<file path="src/rtl/btn_press_encoder_if.sv">
// Press-event bus from the button encoder to a bit-serial consumer.
// The encoder drives every signal; the detector side only listens.
interface btn_press_encoder_if;
    logic o_btn_level;
    logic o_press_pulse;
    logic o_bit_valid;
    logic o_bit;
    logic o_long_pending;

    modport master (
        output o_btn_level,
        output o_press_pulse,
        output o_bit_valid,
        output o_bit,
        output o_long_pending
    );

    modport slave (
        input o_btn_level,
        input o_press_pulse,
        input o_bit_valid,
        input o_bit,
        input o_long_pending
    );
endinterface

</file>
<file path="src/rtl/btn_press_encoder.sv">
// Button synchroniser, debouncer and short/long press bit encoder.
// One strobed bit per complete press: long hold = 1, short = 0.
module btn_press_encoder #(
    parameter int DEBOUNCE_CYCLES = 1_000_000,
    parameter int LONG_CYCLES     = 50_000_000,
    parameter int CNT_W           = 26
) (
    input  logic                i_clock,
    input  logic                i_reset,
    input  logic                i_btn,
    btn_press_encoder_if.master bus
);

    localparam logic [CNT_W-1:0] DEB_LAST = CNT_W'(DEBOUNCE_CYCLES - 1);
    localparam logic [CNT_W-1:0] LONG_MAX = CNT_W'(LONG_CYCLES);
    localparam logic [CNT_W-1:0] ONE      = CNT_W'(1);
    localparam logic [CNT_W-1:0] ZERO     = '0;

    typedef enum logic [1:0] {
        RELEASED,
        PRESS_DEB,
        PRESSED,
        RELEASE_DEB
    } state_t;

    state_t           state, state_n;
    logic             s1, sync;
    logic [CNT_W-1:0] deb_cnt, deb_n;
    logic [CNT_W-1:0] hold_cnt, hold_n, hold_inc;
    logic             level, level_n;
    logic             press_pulse, pp_n;
    logic             bit_valid, bv_n;
    logic             bit_q, bit_n;
    logic             long_pending, lp_n;

    always_ff @(posedge i_clock) begin
        if (i_reset) begin
            s1           <= 1'b0;
            sync         <= 1'b0;
            state        <= RELEASED;
            deb_cnt      <= ZERO;
            hold_cnt     <= ZERO;
            level        <= 1'b0;
            press_pulse  <= 1'b0;
            bit_valid    <= 1'b0;
            bit_q        <= 1'b0;
            long_pending <= 1'b0;
        end else begin
            s1           <= i_btn;
            sync         <= s1;
            state        <= state_n;
            deb_cnt      <= deb_n;
            hold_cnt     <= hold_n;
            level        <= level_n;
            press_pulse  <= pp_n;
            bit_valid    <= bv_n;
            bit_q        <= bit_n;
            long_pending <= lp_n;
        end
    end

    // Hold count saturates so an arbitrarily long press never wraps to short.
    assign hold_inc = (hold_cnt >= LONG_MAX) ? hold_cnt : hold_cnt + ONE;

    always_comb begin
        state_n = state;
        deb_n   = deb_cnt;
        hold_n  = hold_cnt;
        level_n = level;
        pp_n    = 1'b0;
        bv_n    = 1'b0;
        bit_n   = bit_q;
        unique case (state)
            RELEASED: begin
                if (sync) begin
                    state_n = PRESS_DEB;
                    deb_n   = ONE;
                end
            end
            PRESS_DEB: begin
                if (!sync) begin
                    state_n = RELEASED;
                    deb_n   = ZERO;
                end else if (deb_cnt == DEB_LAST) begin
                    state_n = PRESSED;
                    deb_n   = ZERO;
                    level_n = 1'b1;
                    pp_n    = 1'b1;
                    hold_n  = ZERO;
                end else begin
                    deb_n = deb_cnt + ONE;
                end
            end
            PRESSED: begin
                hold_n = hold_inc;
                if (!sync) begin
                    state_n = RELEASE_DEB;
                    deb_n   = ONE;
                end
            end
            RELEASE_DEB: begin
                hold_n = hold_inc;
                if (sync) begin
                    state_n = PRESSED;
                    deb_n   = ZERO;
                end else if (deb_cnt == DEB_LAST) begin
                    state_n = RELEASED;
                    deb_n   = ZERO;
                    level_n = 1'b0;
                    bv_n    = 1'b1;
                    bit_n   = (hold_cnt >= LONG_MAX);
                    hold_n  = ZERO;
                end else begin
                    deb_n = deb_cnt + ONE;
                end
            end
            default: begin
                state_n = RELEASED;
                deb_n   = ZERO;
                hold_n  = ZERO;
                level_n = 1'b0;
            end
        endcase
        // Registered from next-state values so the LED drops with the strobe.
        lp_n = level_n && (hold_n >= LONG_MAX);
    end

    assign bus.o_btn_level    = level;
    assign bus.o_press_pulse  = press_pulse;
    assign bus.o_bit_valid    = bit_valid;
    assign bus.o_bit          = bit_q;
    assign bus.o_long_pending = long_pending;

endmodule

</file>
<file path="src/flat_wrapper.sv">
// flat-port wrapper written by rule: the top's interface ports become plain ports
module btn_press_encoder_flat 
#(
    parameter int DEBOUNCE_CYCLES = 1_000_000,
    parameter int LONG_CYCLES     = 50_000_000,
    parameter int CNT_W           = 26
)
  (i_clock, i_reset, i_btn, bus_o_btn_level, bus_o_press_pulse, bus_o_bit_valid, bus_o_bit, bus_o_long_pending);
  btn_press_encoder_if bus_i ();
  input  logic i_clock;
  input  logic i_reset;
  input  logic i_btn;
  output wire logic [$bits(bus_i.o_btn_level)-1:0] bus_o_btn_level;
  output wire logic [$bits(bus_i.o_press_pulse)-1:0] bus_o_press_pulse;
  output wire logic [$bits(bus_i.o_bit_valid)-1:0] bus_o_bit_valid;
  output wire logic [$bits(bus_i.o_bit)-1:0] bus_o_bit;
  output wire logic [$bits(bus_i.o_long_pending)-1:0] bus_o_long_pending;
  assign bus_o_btn_level = bus_i.o_btn_level;
  assign bus_o_press_pulse = bus_i.o_press_pulse;
  assign bus_o_bit_valid = bus_i.o_bit_valid;
  assign bus_o_bit = bus_i.o_bit;
  assign bus_o_long_pending = bus_i.o_long_pending;
  btn_press_encoder #(.DEBOUNCE_CYCLES(DEBOUNCE_CYCLES), .LONG_CYCLES(LONG_CYCLES), .CNT_W(CNT_W)) u_core (.i_clock(i_clock), .i_reset(i_reset), .i_btn(i_btn), .bus(bus_i));
endmodule
</file>
<file path="config.mk">
export PLATFORM = sky130hd
export DESIGN_NAME = btn_press_encoder_flat
export DESIGN_NICKNAME = d
export VERILOG_FILES = /design/src/rtl/btn_press_encoder_if.sv /design/src/rtl/btn_press_encoder.sv /design/src/flat_wrapper.sv
export SDC_FILE = /design/constraint.sdc
export NUM_CORES = 1
export LEC_CHECK = 0
export ABC_AREA = 1
export CAP_MARGIN = 20
export CORE_ASPECT_RATIO = 0.75
export CORE_MARGIN = 5
export CORE_UTILIZATION = 40
export DETAILED_ROUTE_END_ITERATION = 6
export GPL_TIMING_DRIVEN = 0
export SKIP_LAST_GASP = 1
export SLEW_MARGIN = 10
export SYNTH_ARGS = -nofsm -noshare
export SYNTH_HDL_FRONTEND = slang
export SYNTH_SLANG_ARGS = --single-unit
</file>
<file path="constraint.sdc">
create_clock -name i_clock -period 1.9 [get_ports i_clock]
set_input_delay 0.19 -clock i_clock [delete_from_list [all_inputs] [get_ports i_clock]]
set_output_delay 0.19 -clock i_clock [all_outputs]
set_load 0.01 [all_outputs]
</file>
==> results.yml, run 1 <==
run_status:
  outcome: "complete, but fails checks"
  violations: "setup timing"
sta:
  setup_viol_count_final: 13
  fin_skew_ns: 0.00856
  finalSetupTns_ns: -1.52
  fmax_mhz: 448
  rsz0062_at_grt: "yes"
  slew_violations: 0
  period_share_pct: 117
  setup_slack_ns: -0.331
  finalCriticalPeriod_ns: 2.23
  slew_headroom_pct: 41.8
  hold_violations: 0
  tightest_slew_ns: 0.873
synth:
  yosys.area.top_type: "dfxtp_1"
  netlist.area_leader.share_pct: 28.7
  synth-edff-count: 0
  syn_area_per_cell_um2: 6.07
  ys_async_sr_fraction_pct: 0
  yosys_warnings: 0
  synth_cells: 700
  synth-seq-area-share_pct: 28.7
  syn_nets: 706
  synth_flop_cell: "dfxtp_1"
  ys_top_cells_by_area: "dfxtp_1, nand2_1, nor2_1"
  ys_ff_latch: 61
  synth_cell_type_count: 46
  synth_area_um2: 4250
hold_path:
  min_path_type: "in2reg"
cts:
  cts_buffers: 9
  clockBufferDepth: 2
  cts_num_sinks: 61
  cts_root_buf: "clkbuf_16"
  tritoncts: "done"
  clkLatencyLatePin_ns: 0.34
  path_clk_slew_ns: 0.06
  htree_levels: 3
setup_path:
  cp_slowest_stage_delay_ns: 0.37
  crit_path_end_kind: "register"
  critPathSlowestCell: "dfxtp_4"
  cp_cell_sequence: "ha_4 -> nand2_4 -> nor2_4 -> nand3_4 -> nor2_4 -> nand4_1 -> nor2_1 -> nand2_1 -> nor2_2 -> nand3_2 -> o31ai_1 -> o211ai_1 -> inv_1"
  arrival_ns: 2.51
  worst_ep_required_time_ns: 2.18
  reg2reg_slack_ns: -0.33
  setup.worst_path.class: "reg2reg"
  crit_path_frequent_cell: "nor2_4"
  path_buf_inv: 1
  crit_fanout: 4
  crit_family: "simple AND/OR/NAND/NOR gates"
  setup.worst_path.start_class: "register"
floorplanning:
  die_h_um: 99.3
  die_x_um: 129
  row_count: 32
  start_util_pct: 41.2
  coreArea_um2: 10300
  io_pins: 8
  dieArea_um2: 12800
drt:
  drt-initial-drc-count: 451
  detail-route-antenna-nets: 0
  detail_route.wirelength_um: 14800
  first_pass_iters: 5
  post_drt_wl_per_cell_um: 16.1
  vias: 4881
  drc: 0
  viasPerCell: 5.29
placed_design:
  dpl.hpwl_um: 9620
  globalplace.congestion: 0.943
  io_buffers: 6
  place_area_um2: 4520
cells_and_area:
  area_growth_pct: 40.0
  nets: 787
  antennaDiodeCount: 0
  fin_area_um2: 5950
  drive_gt1_share_pct: 35.8
pwr:
  p_per_area_nw_per_um2: 511
  irDropWorstVdd_mv: 0.477
  leakagePower_nw: 2.43
  power.internal_w: 0.00233
  seqPwrFrac_pct: 41.5
  switching_share_pct: 23.4
  clkPwrFrac_pct: 55.6
  p_switching_w: 0.000713
  power.share.combinational_pct: 3.0
global_routing:
  antenna_found_initial: 0
  grt_max_degree: 12
  grt_pass1_vias: 4344
  grt-ovfl-total: 0
  grt_pass1_wl_um: 22900
  grt_usage_pct: 22.7
run:
  maxCapViolCount: 0
[metal layers]
metal  vias up  part of all wire (%)  GRT usage, %
li1       2404                     -             -
met1      2265                    49          35.8
met2       178                    40          30.4
met3        34                   8.1          4.62
met4         0                   2.3          6.70
met5         -                     0             0
[logic make-up (layout without fill, tap and decap cells)]
| logic type | after synthesis | count (layout) | share of synthesized area [%] |
|---|---|---|---|
| buffers and inverters | 120 | 206 | 11.6 |
| AO/OA/AOI/OAI | 93 | 93 | 13.0 |
| AND/OR/NAND/NOR | 417 | 417 | 44.6 |
| adder cells (fa/ha/maj) | 3 | 3 | 0.883 |
| flip-flops | 61 | 61 | 28.7 |
| XOR/XNOR | 6 | 6 | 1.24 |
[through the flow]
step | worst slack [ns] | hold slack [ns] | instances | utilization, % | power, W
6_report | -0.331 | 0.345 | 922 | 57.6 | 0.00304
4_1_cts | -0.226 | 0.328 | 903 | 53.4 | 0.00307
3_5_place_dp | -0.517 | 0.406 | 842 | 43.8 | 0.00139
5_1_grt | -0.418 | 0.381 | 922 | 57.6 | 0.00314
3_3_place_gp | -0.494 | 0.399 | 842 | 43.8 | 0.00139
2_1_floorplan | -0.0278 | 0.297 | 700 | - | 0.00136
[registers in the layout, summed over array words and instances, names as in the netlist, named ones only]
register	count
u_core.sync	1
u_core.bus.o_long_pending	1
u_core.bus.o_bit_valid	1
u_core.bus.o_btn_level	1
u_core.hold_cnt	26
u_core.deb_cnt	26
u_core.bus.o_press_pulse	1
u_core.bus.o_bit	1
u_core.s1	1
u_core.state	1
[worst reg2reg max path, delay by kind of cell (launching register included)]
kind | cells | cell delay [ns]
AO/OA/AOI/OAI | 2 | 0.43
adder cells (fa/ha/maj) | 1 | 0.15
flip-flops | 1 | 0.37
AND/OR/NAND/NOR | 9 | 1.14
buffers and inverters | 1 | 0.09
[synth_stat cells, types with 4 or more instances]
master,n
nand2_1,201
nor2_1,101
inv_1,92
dfxtp_1,61
nand3_1,49
a21oi_1,37
o21ai_0,24
nand2_2,12
nor3_1,12
inv_2,10
nand4_1,10
nor2_4,9
clkbuf_1,8
nor2_2,7
o21ai_1,7
a221oi_1,5
nand3_2,5
xor2_1,5
buf_6,4
[cells in the final DEF, fill, tap and decap left out, types with 22 or more instances in the layout]
cell type and count:
nand2_1 170, inv_1 84, nor2_1 72, buf_4 52, nand3_1 38, nand2_2 34, a21oi_1 34, dfxtp_1 25
nor2_4 23, nor2_2 22
[path summary, 6_finish.rpt]
kind / from / to / cells after the start
setup / recovery: u_core.deb_cnt[0] / u_core.deb_cnt[24] / 13
hold / removal: i_reset / u_core.bus.o_press_pulse / 4
setup reg to reg: u_core.deb_cnt[0] / u_core.deb_cnt[24] / 13
hold reg to reg: u_core.s1 / u_core.sync / 2
[repair_timing]
item	4_1_cts	5_1_grt
gates cloned	2	0
pin swaps	45	55
hold buffers	0	0
setup endpoints to repair	34	30
buffers inserted	43	21
resized for setup	111	95
[cell type report]
cell class | count | area [µm²]
Clock buffer | 10 | 239
Inverter | 103 | 392
Sequential cell | 61 | 1310
Clock inverter | 6 | 62.6
Buffer | 17 | 133
Fill cell | 993 | 4380
Tap cell | 136 | 170
Timing Repair Buffer | 70 | 612
Multi-Input combinational cell | 519 | 3030
[power groups by stage]
stage | clock network [W] | registers, W | logic [W]
after global routing | 0.00178 | 0.00126 | 0.0000958
after floorplan | 0 | 0.00131 | 0.0000415
after global placement | 0 | 0.00131 | 0.0000722
final | 0.00169 | 0.00126 | 0.0000905
after CTS | 0.00172 | 0.00127 | 0.0000857
after detailed placement | 0 | 0.00131 | 0.0000728
No activity file was read; power rests on OpenSTA's default activity.
==> run 2: changes to the inputs <==
- CELL_PAD_IN_SITES_DETAIL_PLACEMENT: unset -> 0
- CELL_PAD_IN_SITES_GLOBAL_PLACEMENT: unset -> 1
- PLACE_DENSITY_LB_ADDON: unset -> 0.1
==> results.yml, run 2 (synthesis results as in run 1) <==
cts:
  clkLatencyLatePin_ns: 0.34
  path_clk_slew_ns: 0.05
  cts_num_sinks: 61
  htree_levels: 3
  clockBufferDepth: 2
  ctsHoldBuffers: 0
  cts_buffers: 9
  cts_root_buf: "clkbuf_16"
  tritoncts: "done"
setup_path:
  setup.worst_path.start_class: "register"
  crit_family: "simple AND/OR/NAND/NOR gates"
  rr_worst_depth: 11
  reg2reg_from: "u_core.deb_cnt[0]"
  reg2reg_slack_ns: -0.30
  worst_ep_required_time_ns: 2.17
  setup.worst_path.class: "reg2reg"
  cp_cell_sequence: "buf_6 -> buf_6 -> nand4_1 -> nor2_4 -> nand3_4 -> nor4_4 -> nand4_1 -> buf_4 -> o21ai_1 -> nand2_1 -> a31oi_1"
  arrival_ns: 2.47
  cp_slowest_stage_delay_ns: 0.37
  crit_fanout: 3
  path_buf_inv: 3
  crit_path_end_kind: "register"
  critPathSlowestCell: "dfxtp_4"
  worstReg2RegEnd: "u_core.deb_cnt[23]"
drt:
  first_pass_iters: 5
  drt-initial-drc-count: 447
  vias: 4850
  detail_route.wirelength_um: 15500
  drc: 0
  viasPerCell: 5.17
  post_drt_wl_per_cell_um: 16.5
  detail-route-antenna-nets: 0
floorplanning:
  start_util_pct: 41.2
  row_count: 32
  dieArea_um2: 12800
  coreArea_um2: 10300
  die_x_um: 129
  die_h_um: 99.3
  io_pins: 8
global_routing:
  antenna_found_initial: 0
  grt_usage_pct: 23.8
  use_met3_pct: 4.03
  grt-ovfl-total: 0
  grt_use_met2_pct: 32.9
  grt_max_degree: 11
  use_met1_pct: 37.0
  top_usage_layer: "met1"
  grt_pass1_vias: 4438
  grt_pass1_wl_um: 23500
cells_and_area:
  nets: 803
  drive_gt1_share_pct: 41.8
  area_growth_pct: 46.6
  reg.largest.list: "u_core.deb_cnt x26, u_core.hold_cnt x26"
  fin_area_um2: 6230
  mostFrequentLayoutCells: "nand2_1, inv_1, nor2_1, buf_4, nand2_2"
  antennaDiodeCount: 0
  final_common_cell: "nand2_1"
sta:
  rsz0062_at_grt: "yes"
  finalCriticalPeriod_ns: 2.20
  finalSetupTns_ns: -2.15
  slew_headroom_pct: 43.5
  setup_viol_count_final: 19
  fin_skew_ns: 0.00665
  slew_violations: 0
  setup_slack_ns: -0.299
  tightest_slew_ns: 0.847
  fmax_mhz: 455
  period_share_pct: 116
  hold_violations: 0
pwr:
  leakagePower_nw: 2.51
  p_per_area_nw_per_um2: 473
  irDropWorstVdd_mv: 0.408
  total_power_w: 0.00295
hold_path:
  hold_start: "i_reset"
  min_path_type: "in2reg"
  hold_end: "u_core.bus.o_press_pulse"
  min_path_cells: 4
run:
  maxCapViolCount: 0
placed_design:
  io_buffers: 6
  dpl.hpwl_um: 10100
  place_area_um2: 4520
  globalplace.congestion: 0.955
run_status:
  outcome: "complete, but fails checks"
  violations: "setup timing"
[run 2: what timing repair did]
item / in CTS / in global routing
gates cloned: 1 / 2
setup buffers: 57 / 26
gates resized for setup: 123 / 141
setup endpoints to repair: 38 / 40
pin swaps: 51 / 63
[run 2: how the worst max path moves through the flow]
stage / from / endpoint / slack, ns / cells past startpoint
4_1_cts: u_core.hold_cnt[17] / u_core.bus.o_long_pending / -0.29 / 19
3_5_place_dp: u_core.hold_cnt[4] / u_core.bus.o_long_pending / -0.62 / 14
3_3_place_gp: u_core.hold_cnt[24] / u_core.bus.o_long_pending / -0.62 / 18
2_1_floorplan: u_core.deb_cnt[1] / u_core.bus.o_long_pending / -0.03 / 18
6_report: u_core.deb_cnt[0] / u_core.deb_cnt[23] / -0.30 / 11
5_1_grt: u_core.deb_cnt[0] / u_core.deb_cnt[25] / -0.45 / 11
[run 2: worst register-to-register path, delay by kind of cell (launching register included)]
kind / cells / cell delay [ns]
buffers and inverters: 3 / 0.39
flip-flops: 1 / 0.37
AO/OA/AOI/OAI: 2 / 0.26
AND/OR/NAND/NOR: 6 / 1.13
[run 2: layout make-up]
class / count / area (µm²)
fillers: 997 / 4100
well taps: 136 / 170
plain buffers: 17 / 131
flip-flops and latches: 61 / 1330
repair buffers: 86 / 744
clock buffers: 12 / 256
inverters: 103 / 412
multi-input cells: 519 / 3170
clock inverters: 4 / 22.5
[run 2: metal layers]
metal	routed length (µm)	vias to the layer above
met5	0	-
li1	-	2445
met2	6560	124
met3	825	16
met4	227	0
met1	7840	2265
[run 2: metrics by stage]
step                      cells  worst slack (ns)  util [%]  hold slack, ns
after floorplan             700           -0.0278         -           0.297
after global placement      842            -0.619      43.8           0.439
after detailed placement    842            -0.615      43.8           0.442
after CTS                   915            -0.286      54.3           0.342
after global routing        938            -0.446      60.3           0.362
final                       938            -0.299      60.3           0.373
[run 2: power breakdown]
part | switching (W) | total [W] | internal (W)
clock | 0.000645 | 0.00159 | 0.000948
combinational | 0.0000704 | 0.000101 | 0.0000303
sequential | 0.00000322 | 0.00126 | 0.00125
